**config.mk**
```make
export PLATFORM = sky130hd
export DESIGN_NAME = spi_slave
export DESIGN_NICKNAME = d
export VERILOG_FILES = /design/src/rtl/spi_slave.sv
export SDC_FILE = /design/constraint.sdc
export NUM_CORES = 1
export LEC_CHECK = 0
export ABC_CLOCK_PERIOD_IN_PS = 2800
export BUFFER_PORTS_ARGS = -buffer_cell sky130_fd_sc_hd__buf_2
export CAP_MARGIN = 0
export CORE_ASPECT_RATIO = 0.9
export CORE_MARGIN = 2
export CORE_UTILIZATION = 61
export DETAILED_ROUTE_END_ITERATION = 6
export HOLD_SLACK_MARGIN = 0.06
export PLACE_DENSITY = 0.83
export SLEW_MARGIN = 10
export SYNTH_ARGS = -nofsm -noshare
export SYNTH_HDL_FRONTEND = slang
export SYNTH_SLANG_ARGS = --single-unit
```
**constraint.sdc**
```tcl
create_clock -name clk -period 2.8 [get_ports clk]
set_input_delay 0.42 -clock clk [delete_from_list [all_inputs] [get_ports clk]]
set_output_delay 0.42 -clock clk [all_outputs]
set_load 0.05 [all_outputs]
```
**src/rtl/spi_slave.sv**
```systemverilog
// SPI slave endpoint: oversamples SCLK/CS/MOSI on clk, exchanges LSB-first frames
// with local logic through a TX holding register and an RX word with valid pulse.
module spi_slave #(
  parameter int unsigned DATA_WIDTH  = 8,
  parameter int unsigned SYNC_STAGES = 2
) (
  input  logic                  clk,
  input  logic                  reset,
  input  logic                  SCLK,
  input  logic                  CS,
  input  logic                  MOSI,
  output logic                  MISO,
  input  logic [DATA_WIDTH-1:0] slaveDataToSend,
  input  logic                  txLoad,
  output logic                  txReady,
  output logic [DATA_WIDTH-1:0] slaveDataReceived,
  output logic                  rxValid,
  output logic                  frameError,
  output logic                  busy
);

  localparam int unsigned CntW = (DATA_WIDTH > 1) ? $clog2(DATA_WIDTH) : 1;
  localparam logic [CntW-1:0] LastBit = CntW'(DATA_WIDTH - 1);

  typedef enum logic [1:0] {StIdle, StShift, StHold} state_e;

  state_e                  state_q;
  logic [SYNC_STAGES-1:0]  sclk_sync_q, cs_sync_q, mosi_sync_q;
  logic                    sclk_dly_q, cs_dly_q;
  logic [DATA_WIDTH-1:0]   hold_q, shift_tx_q, shift_rx_q;
  logic [CntW-1:0]         bitcnt_q;

  logic                    sclk_s, cs_s, mosi_s;
  logic                    sclk_rise, sclk_fall, cs_rise, cs_fall, last_fall;
  logic [DATA_WIDTH-1:0]   rx_next;

  // Synchronizers reset to the bus idle levels so reset never creates a spurious edge.
  always_ff @(posedge clk) begin
    if (reset) begin
      sclk_sync_q <= '0;
      cs_sync_q   <= '1;
      mosi_sync_q <= '0;
      sclk_dly_q  <= 1'b0;
      cs_dly_q    <= 1'b1;
    end else begin
      sclk_sync_q <= {sclk_sync_q[SYNC_STAGES-2:0], SCLK};
      cs_sync_q   <= {cs_sync_q[SYNC_STAGES-2:0], CS};
      mosi_sync_q <= {mosi_sync_q[SYNC_STAGES-2:0], MOSI};
      sclk_dly_q  <= sclk_s;
      cs_dly_q    <= cs_s;
    end
  end

  assign sclk_s    = sclk_sync_q[SYNC_STAGES-1];
  assign cs_s      = cs_sync_q[SYNC_STAGES-1];
  assign mosi_s    = mosi_sync_q[SYNC_STAGES-1];
  assign sclk_rise = sclk_s & ~sclk_dly_q;
  assign sclk_fall = ~sclk_s & sclk_dly_q;
  assign cs_rise   = cs_s & ~cs_dly_q;
  assign cs_fall   = ~cs_s & cs_dly_q;
  assign rx_next   = {mosi_s, shift_rx_q[DATA_WIDTH-1:1]};
  assign last_fall = sclk_fall && (bitcnt_q == LastBit);

  always_ff @(posedge clk) begin
    if (reset) begin
      state_q           <= StIdle;
      MISO              <= 1'b0;
      txReady           <= 1'b1;
      slaveDataReceived <= '0;
      rxValid           <= 1'b0;
      frameError        <= 1'b0;
      busy              <= 1'b0;
      hold_q            <= '0;
      shift_tx_q        <= '0;
      shift_rx_q        <= '0;
      bitcnt_q          <= '0;
    end else begin
      rxValid    <= 1'b0;
      frameError <= 1'b0;
      unique case (state_q)
        StIdle: begin
          if (txLoad) hold_q <= slaveDataToSend;
          if (cs_fall) begin
            state_q    <= StShift;
            shift_tx_q <= hold_q;
            bitcnt_q   <= '0;
            busy       <= 1'b1;
            txReady    <= 1'b0;
          end
        end
        StShift: begin
          if (sclk_rise) begin
            MISO       <= shift_tx_q[0];
            shift_tx_q <= shift_tx_q >> 1;
          end
          if (sclk_fall) begin
            shift_rx_q <= rx_next;
            bitcnt_q   <= bitcnt_q + 1'b1;
          end
          if (last_fall) begin
            slaveDataReceived <= rx_next;
            rxValid           <= 1'b1;
            state_q           <= StHold;
            txReady           <= 1'b1;
          end
          // A CS release coinciding with the last fall still completes the word.
          if (cs_rise) begin
            if (!last_fall) frameError <= 1'b1;
            state_q <= StIdle;
            busy    <= 1'b0;
            txReady <= 1'b1;
            MISO    <= 1'b0;
          end
        end
        StHold: begin
          if (txLoad) hold_q <= slaveDataToSend;
          if (cs_rise) begin
            state_q <= StIdle;
            busy    <= 1'b0;
            MISO    <= 1'b0;
          end
        end
        default: state_q <= StIdle;
      endcase
    end
  end

endmodule

```
### After elaboration in Yosys (flattened, before gate mapping)

Cells that the tools add are included.

* bits in registers: 50
* input bits: 14
* word-level logic and storage cells: 78

* mux-type cells: 23
* reductions and logical operators: 18
* add/subtract/negate cells: 1
* equality and inequality tests: 10
* bitwise gates (word level): 10

Operators by type and width (count)
* $reduce_and A3 Y1: 6
* $mux W8: 2
* $pmux W8 S2: 1
* $mux W1: 9
* $mux W2: 4
* $ne A2 B2 Y1 const B: 4
* $mux W3: 2
* $ne A3 B3 Y1 const B: 2
* $not A1 Y1: 6
* $pmux W1 S2: 3
* $pmux W2 S3: 1
* $pmux W3 S2: 1
* $reduce_and A2 Y1: 3
* $reduce_bool A2 Y1: 3
* $reduce_or A2 Y1: 3
* $and A1 B1 Y1: 4
* $add A3 B1 Y3 const B: 1
* $eq A3 B3 Y1 const B: 1
* $reduce_or A3 Y1: 1
* $eq A2 B1 Y1 const B: 1
* $eq A2 B2 Y1 const B: 1
* $logic_not A2 Y1: 1
* $ne A2 B1 Y1 const B: 1
* $logic_and A1 B1 Y1: 1

### Logic depth before layout (Yosys ltp)

Gate-level depths: netlist of run 1.

* word-level depth: 6
* depth in mapped cells: 6

### Least setup slack after synthesis of run 1

OpenSTA, ideal clock, no wires.

* kind: flip-flop to flip-flop
* start point: reg state_q[0]
* end point: reg state_q[0]
* stages on the path, launching flop included: 7
* data arrival time: 1.464 ns
* clock period less this slack: 1.536 ns
* path slack: 1.264 ns
* path buffers: 1
* data required time: 2.728 ns
* cells stage by stage: dfxtp_1 > inv_1 > ha_1 > buf_6 > mux2_4 > a311oi_2 > mux2i_1

* cells in the longest elaborated chain, start to end: 3
* elaborated cells on any way between the ends: 8
* those cells by class: eq/ne: 5; mux: 1; reduce/logical: 2

Ends and longest elaborated chain
* from (decl): line 27 `state_e state_q;`
* from (signal assigned): line 66 `state_q <= StIdle;`
* from (signal assigned): line 84 `state_q <= StShift;`
* from (signal assigned): line 103 `state_q <= StHold;`
* $eq A2 B1 Y1 (tied with other cells): line 80 `unique case (state_q)`
* $ne A3 B3 Y1 (no line) / $ne A2 B2 Y1 (equally long branches)
* $reduce_and A3 Y1 (no line)

Parallel ways exist; a longest one is shown, timed or not.
A chain may end at the register's enable or synchronous reset.

### Worst setup path in the final report of run 1

* start point: reg state_q[1]
* end point: reg shift_tx_q[5]

* cells in the longest elaborated chain, start to end: 3
* elaborated cells on any way between the ends: 7
* those cells by class: eq/ne: 3; mux: 1; reduce/logical: 3

Ends and longest elaborated chain
* $eq A2 B1 Y1 / $logic_not A2 Y1 (equally long branches): line 80
* $ne A2 B2 Y1 (no line) / $reduce_bool A2 Y1 (equally long branches)
* $reduce_and A3 Y1 (no line)
* to (signal assigned): line 85 `shift_tx_q <= hold_q;`
* to (signal assigned): line 94 `shift_tx_q <= shift_tx_q >> 1;`
* to (decl): line 30 `logic [DATA_WIDTH-1:0] hold_q, shift_tx_q, shift_rx_q;`

Parallel ways exist; a longest one is shown, timed or not.

==> impl_metrics.csv, run 1 <==
group,metric,value,unit
clocking,hold_buffers,0,
power,ir_drop,0.395,mV
min_path,hp-class,"in2reg",
logic_synthesis,yosysMostFrequentCell,"dfxtp_1",
logic_synthesis,synth-edff-count,0,
floorplan,die_y,60.0,um
timing,final_hold_viol_count,0,
timing,slew_headroom,56.6,%
floorplan,die_w,66.2,um
detailed_routing,routedWlPerCell,12.7,um
clocking,cts_sinks,49,
run_status,status,"finished, final reports clean",
clocking,clock_latency,0.30,ns
cells_and_area,diodes,0,
timing,period_share,68.0,%
power,p_switching,0.000401,W
logic_synthesis,async_reset_ff_share,0,%
logic_synthesis,synth_area,0.00213,mm^2
clocking,cts-buffers-inserted,5,
global_route,grt_start_max_net_pins,41,
cells_and_area,post-route-util,70.2,%
logic_synthesis,ys_seq_elements,49,
placement,dp_slack,0.949,ns
power,power_frac_seq,51.8,%
placement,routabilityCongestion,0.770,
setup_path,crit_fanout,13,
logic_synthesis,syn_area_per_cell,9.84,um^2
clocking,post_cts_buffers,0,
timing,worst_pin_slew,0.651,ns
setup_path,crit_path_end_kind,"register",
logic_synthesis,syn_inst,216,
setup_path,critPathArrivalTime,2.14,ns
power,power_frac_clock,29.4,%
clocking,cts_tree,"done",
logic_synthesis,yosys-top-cells-area,"dfxtp_1 46%, mux2i_1 11%, nand2_1 6.4%, ha_1 3.5%, nor2_1 3.0%",
clocking,cts.path.max_buffers,2,
setup_path,worst_path_max_delay_cell,"ha_1",
logic_synthesis,synth.top_cell.area_share,46.1,%
floorplan,die_area,0.00397,mm^2
clocking,cts_resized,0,
placement,io_buffers,26,
logic_synthesis,yosysTopAreaCell,"dfxtp_1",
timing,tns,0,ns
setup_path,worst-path-buf-inv,2,
floorplan,ios,27,
clocking,cts-root-buf,"clkbuf_8",
global_route,overflow,0,
detailed_routing,drtIter0Drc,44,
logic_synthesis,ys.flop_type,"dfxtp_1",
cells_and_area,drive_gt1_share,21.7,%
global_route,grt.total_usage,20.3,%
setup_path,path_class,"reg2reg",
floorplan,core_area,0.00335,mm^2
clocking,cts_max_level,2,
logic_synthesis,ys_seq_area_share,46.1,%
logic_synthesis,yosys_warnings,0,
cells_and_area,nets,259,
timing,grt_setup_unrepaired,"false",
clocking,clkTransAtPathRegs,0.08,ns
setup_path,path_cells,"inv_1 > ha_1 > buf_4 > a22o_1 > mux2i_1",
power,comb_power_share,18.8,%
floorplan,start_util,63.4,%
timing,setup_violations,0,
timing,worst_slack,0.895,ns
power,p_int,0.00104,W
timing,report.final.slew_viol_count,0,
detailed_routing,ant_nets,0,
global_route,grt_pass1_wl,6.08,mm
power,p_leak,1.06,nW
cells_and_area,multiInputGateArea,0.00105,mm^2
timing,fmax,0.525,GHz
power,power_density,612,mW/mm^2
cells_and_area,fillers,277,
global_route,antenna_found_initial,0,
floorplan,num_rows,20,
cells_and_area,area_delta_synth_final,10.7,%
global_route,grt_pass1_vias,1389,
detailed_routing,first_pass_iters,4,
setup_path,cp-start-kind,"register",
power,switching_share,27.8,%
setup_path,worstPathRequired,3.03,ns
detailed_routing,route.vias.total,1534,
detailed_routing,detail_route.wirelength,3.61,mm
power,p_total,0.00144,W
cells_and_area,area.sequential,981,um^2
detailed_routing,drc,0,
setup_path,cp_top_family,"adder cells",
logic_synthesis,ys_types,46,
placement,hpwl,2.46,mm
run,max-cap-violations,0,
detailed_routing,routed_via_density,5.40,
logic_synthesis,synth_common_cells,"49 x dfxtp_1, 36 x nand2_1, 24 x mux2i_1, 17 x nor2_1, 9 x a21oi_1",
timing,min_period,1.91,ns
setup_path,max_stage_delay,0.48,ns
logic_synthesis,synth_nets,236,
timing,fin_skew,0.00445,ns
-- kinds of logic after synthesis --
| family | Yosys count | synth area share, % |
|---|---|---|
| mux | 33 | 16.2 |
| buf+inv | 18 | 4.30 |
| flops | 49 | 46.1 |
| compound gates | 28 | 10.1 |
| simple gates | 82 | 19.7 |
| fa+ha+maj | 6 | 3.53 |
-- routing by layer --
layer	GRT usage [%]	share of wire, %	routed length [um]
met2	32.6	45	1610
met1	26.2	50	1790
met3	4.52	3.7	135
met4	9.62	2.1	74
met5	0	0	0
-- cells in the final DEF (no fill, tap or decap), drive strengths merged --
| cell | netlist | final |
|---|---|---|
| dfxtp | 49 | 49 |
| nand2 | 36 | 36 |
| buf | 8 | 28 |
| mux2i | 24 | 24 |
| nor2 | 17 | 17 |
| a21oi | 9 | 9 |
| mux2 | 9 | 9 |
| ha | 6 | 6 |
| clkbuf | 4 | 6 |
| inv | 6 | 6 |
| nor2b | 5 | 5 |
| nand3 | 4 | 4 |
| nand2b | 4 | 4 |
| or2 | 3 | 3 |
| nand3b | 3 | 3 |
| o21ai | 3 | 3 |
| a22o | 2 | 2 |
| nand4 | 2 | 2 |
| a2111o | 2 | 2 |
| a31o | 2 | 2 |
| o31ai | 2 | 2 |
| nor4b | 2 | 2 |
| clkinv | 0 | 2 |
| a22oi | 1 | 1 |
| and4b | 1 | 1 |
| nand4b | 1 | 1 |
| o211ai | 1 | 1 |
| a31oi | 1 | 1 |
| or2b | 1 | 1 |
| a311oi | 1 | 1 |
| nor3b | 1 | 1 |
| nor4 | 1 | 1 |
| a221o | 1 | 1 |
| and3b | 1 | 1 |
| o21bai | 1 | 1 |
| a211oi | 1 | 1 |
| a2111oi | 1 | 1 |
-- final timing paths --
path | from | endpoint | slack (ns) | cells after the start
max | state_q[1] | shift_tx_q[5] | 0.89 | 5
min | CS | cs_sync_q[0] | 0.31 | 2
max reg2reg | state_q[1] | shift_tx_q[5] | 0.89 | 5
min reg2reg | cs_sync_q[0] | cs_sync_q[1] | 0.42 | 1
-- stage by stage --
step / cells / cell area (um^2) / hold WS (ns)
5_1_grt: 284 / 2350 / 0.310
3_5_place_dp: 276 / 2260 / 0.402
4_1_cts: 284 / 2350 / 0.306
6_report: 284 / 2350 / 0.308
3_3_place_gp: 276 / 2260 / 0.394
2_1_floorplan: 216 / 2130 / 0.389
-- cell type report --
class / count / area share (%)
Multi-Input combinational cell: 149 / 44.8
Sequential cell: 49 / 41.7
Timing Repair Buffer: 28 / 6.17
Clock buffer: 6 / 3.51
Tap cell: 44 / 2.34
Inverter: 6 / 0.957
Clock inverter: 2 / 0.585
-- flip-flops by register name (all words and copies together) (netlist names) --
| signal | count |
|---|---|
| slaveDataReceived | 8 |
| bitcnt_q | 3 |
| mosi_sync_q | 2 |
| shift_rx_q | 7 |
| txReady | 1 |
| cs_sync_q | 2 |
| MISO | 1 |
| frameError | 1 |
| cs_dly_q | 1 |
| sclk_dly_q | 1 |
| shift_tx_q | 8 |
| sclk_sync_q | 2 |
| hold_q | 8 |
| busy | 1 |
| state_q | 2 |
| rxValid | 1 |
-- power groups by stage --
stage          clock network [W]  logic, W  registers [W]
4_1_cts                 0.000434  0.000272       0.000746
6_report                0.000424  0.000271       0.000746
2_1_floorplan                  0  0.000221       0.000775
3_5_place_dp                   0  0.000270       0.000762
5_1_grt                 0.000462  0.000300       0.000752
3_3_place_gp                   0  0.000265       0.000761
Power figures use the tool's default switching activity.
==> run 2, diff against run 1 <==
--- a/config.mk
+++ b/config.mk
@@ -5,15 +5,15 @@
 export SDC_FILE = /design/constraint.sdc
 export NUM_CORES = 1
 export LEC_CHECK = 0
-export ABC_CLOCK_PERIOD_IN_PS = 2800
+export ABC_CLOCK_PERIOD_IN_PS = 1700
 export BUFFER_PORTS_ARGS = -buffer_cell sky130_fd_sc_hd__buf_2
 export CAP_MARGIN = 0
 export CORE_ASPECT_RATIO = 0.9
 export CORE_MARGIN = 2
-export CORE_UTILIZATION = 61
+export CORE_UTILIZATION = 51
 export DETAILED_ROUTE_END_ITERATION = 6
 export HOLD_SLACK_MARGIN = 0.06
-export PLACE_DENSITY = 0.83
+export PLACE_DENSITY = 0.74
 export SLEW_MARGIN = 10
 export SYNTH_ARGS = -nofsm -noshare
 export SYNTH_HDL_FRONTEND = slang
==> constraint.sdc (replaced) <==
create_clock -name clk -period 1.7 [get_ports clk]
set_input_delay 0.255 -clock clk [delete_from_list [all_inputs] [get_ports clk]]
set_output_delay 0.255 -clock clk [all_outputs]
set_load 0.05 [all_outputs]
==> run 2 against run 1 <==
Against the previous run:
- die area grew 18%
- combinational power rose by 100%
- clock power is 64% higher
- worst hold slack lost 0.16 ns
- setup slack worse by 0.78 ns
- utilization fell by 9.4 points
- clock-buffer cell count is the same
==> impl_metrics.csv, run 2 (synthesized netlist as in run 1, its figures left out) <==
group,metric,value,unit
run_status,status,"finished, final reports clean",
min_path,hold_path_end,"cs_sync_q[0]",
timing,final_hold_viol_count,0,
min_path,hp-class,"in2reg",
clocking,cts-buffers-inserted,5,
cells_and_area,area_delta_synth_final,15.7,%
setup_path,r2r_end,"state_q[0]",
floorplan,die_w,72.1,um
setup_path,path_class,"reg2reg",
clocking,cts.path.max_buffers,2,
detailed_routing,route.vias.total,1562,
detailed_routing,first_pass_iters,4,
cells_and_area,drive_gt1_share,25.7,%
timing,grt_setup_unrepaired,"false",
clocking,cts-root-buf,"clkbuf_8",
setup_path,max_stage_delay,0.36,ns
setup_path,crit_fanout,5,
detailed_routing,dr_wl_met3,208,um
timing,tns,0,ns
timing,period_share,93.4,%
global_route,grt_start_max_net_pins,29,
cells_and_area,final_cell_mix,"49 x dfxtp_1, 36 x nand2_1, 26 x buf_2, 24 x mux2i_1, 17 x nor2_1",
detailed_routing,detail_route.wirelength,3.86,mm
setup_path,r2r_slack,0.11,ns
detailed_routing,dr.max_layer_used,"met4",
floorplan,die_area,0.00470,mm^2
floorplan,core_area,0.00405,mm^2
global_route,grt.total_usage,18.0,%
cells_and_area,multiInputGateArea,0.00106,mm^2
detailed_routing,drtIter0Drc,108,
global_route,overflow,0,
cells_and_area,fillers,349,
setup_path,r2r_start,"state_q[0]",
clocking,hold_buffers,0,
run,max-cap-violations,0,
cells_and_area,diodes,0,
setup_path,path_cells,"inv_1 > ha_2 > buf_4 > mux2_2 > a311oi_2 > mux2i_1",
cells_and_area,post-route-util,60.8,%
floorplan,start_util,52.5,%
timing,setup_violations,0,
timing,report.final.slew_viol_count,0,
global_route,antenna_found_initial,0,
detailed_routing,routed_via_density,5.26,
detailed_routing,dr_wl_met2,1.72,mm
detailed_routing,wl_met1,1.90,mm
timing,min_period,1.59,ns
cells_and_area,layout_commonest_cell,"dfxtp_1",
min_path,worst_hold_startpoint,"CS",
global_route,grt_pass1_vias,1465,
clocking,cts_tree,"done",
power,ir_drop,0.579,mV
floorplan,ios,27,
clocking,clock_latency,0.29,ns
setup_path,critPathArrivalTime,1.82,ns
global_route,grt_pass1_wl,6.69,mm
timing,fmax,0.630,GHz
setup_path,cp_top_family,"multiplexers",
detailed_routing,drc,0,
timing,fin_skew,0.00667,ns
cells_and_area,area.sequential,981,um^2
setup_path,worstPathRequired,1.93,ns
setup_path,worst_path_max_delay_cell,"dfxtp_1",
clocking,cts_max_level,2,
timing,slew_headroom,56.5,%
floorplan,num_rows,22,
timing,worst_pin_slew,0.652,ns
floorplan,die_y,65.3,um
clocking,cts_sinks,49,
placement,hpwl,2.72,mm
power,power_density,1000,mW/mm^2
detailed_routing,ant_nets,0,
placement,routabilityCongestion,0.773,
cells_and_area,reg_top3,"hold_q x8, shift_tx_q x8, slaveDataReceived x8",
placement,io_buffers,26,
clocking,clkTransAtPathRegs,0.08,ns
detailed_routing,routedWlPerCell,13.0,um
setup_path,ff2ff_path_depth,6,
power,p_leak,1.11,nW
min_path,whs_path_depth,2,
setup_path,cp-start-kind,"register",
setup_path,worst-path-buf-inv,2,
setup_path,crit_path_end_kind,"register",
cells_and_area,nets,268,
## run 2: changes by cell type in the layout (fill, tap and decap cells not counted), sizes merged
cell | previous run | this run
buf | 28 | 37
## run 2: how the worst max path moves through the flow
stage / start / end / slack (ns) / depth (start not counted)
after floorplan: state_q[0] / state_q[0] / 0.16 / 6
after global placement: state_q[1] / shift_rx_q[3] / 0.09 / 6
after detailed placement: state_q[1] / shift_rx_q[2] / 0.07 / 6
after CTS: state_q[0] / state_q[0] / 0.06 / 6
after global routing: state_q[0] / state_q[0] / 0.01 / 6
final: state_q[0] / state_q[0] / 0.11 / 6
## run 2: power breakdown
group | leakage (nW) | internal (W) | switching [W]
logic | 0.656 | 0.000259 | 0.000285
clock network | 0.0512 | 0.000330 | 0.000367
registers | 0.398 | 0.00120 | 0.0000314
total | 1.11 | 0.00179 | 0.000684
## run 2: what timing repair did
item / 4_1_cts / 5_1_grt
endpoints found under the hold margin: 0 / 0
endpoints found under the setup margin: 0 / 16
buffers inserted: 0 / 1
resized for setup: 0 / 3
## run 2: through the flow
step / worst slack [ns] / hold WS (ns) / cells / cell area (um^2) / power (W)
2_1_floorplan: 0.164 / 0.359 / 216 / 2130 / 0.00164
6_report: 0.112 / 0.147 / 297 / 2460 / 0.00247
3_5_place_dp: 0.0708 / 0.405 / 288 / 2350 / 0.00179
4_1_cts: 0.0553 / 0.141 / 296 / 2440 / 0.00249
5_1_grt: 0.0107 / 0.156 / 297 / 2460 / 0.00260
3_3_place_gp: 0.0911 / 0.397 / 288 / 2350 / 0.00178
## run 2: layout make-up
class,count,share of cell area [%]
Clock buffer,6,3.36
Sequential cell,49,39.9
Inverter,6,0.916
Multi-Input combinational cell,149,43.2
Timing Repair Buffer,37,9.67
Tap cell,48,2.44
Clock inverter,2,0.560
## run 2: per-layer routing
metal  track usage, %  vias up
li1                 -      808
met1             23.6      715
met2             28.8       36
met3             5.06        3
met4             5.42        0
met5                0        -
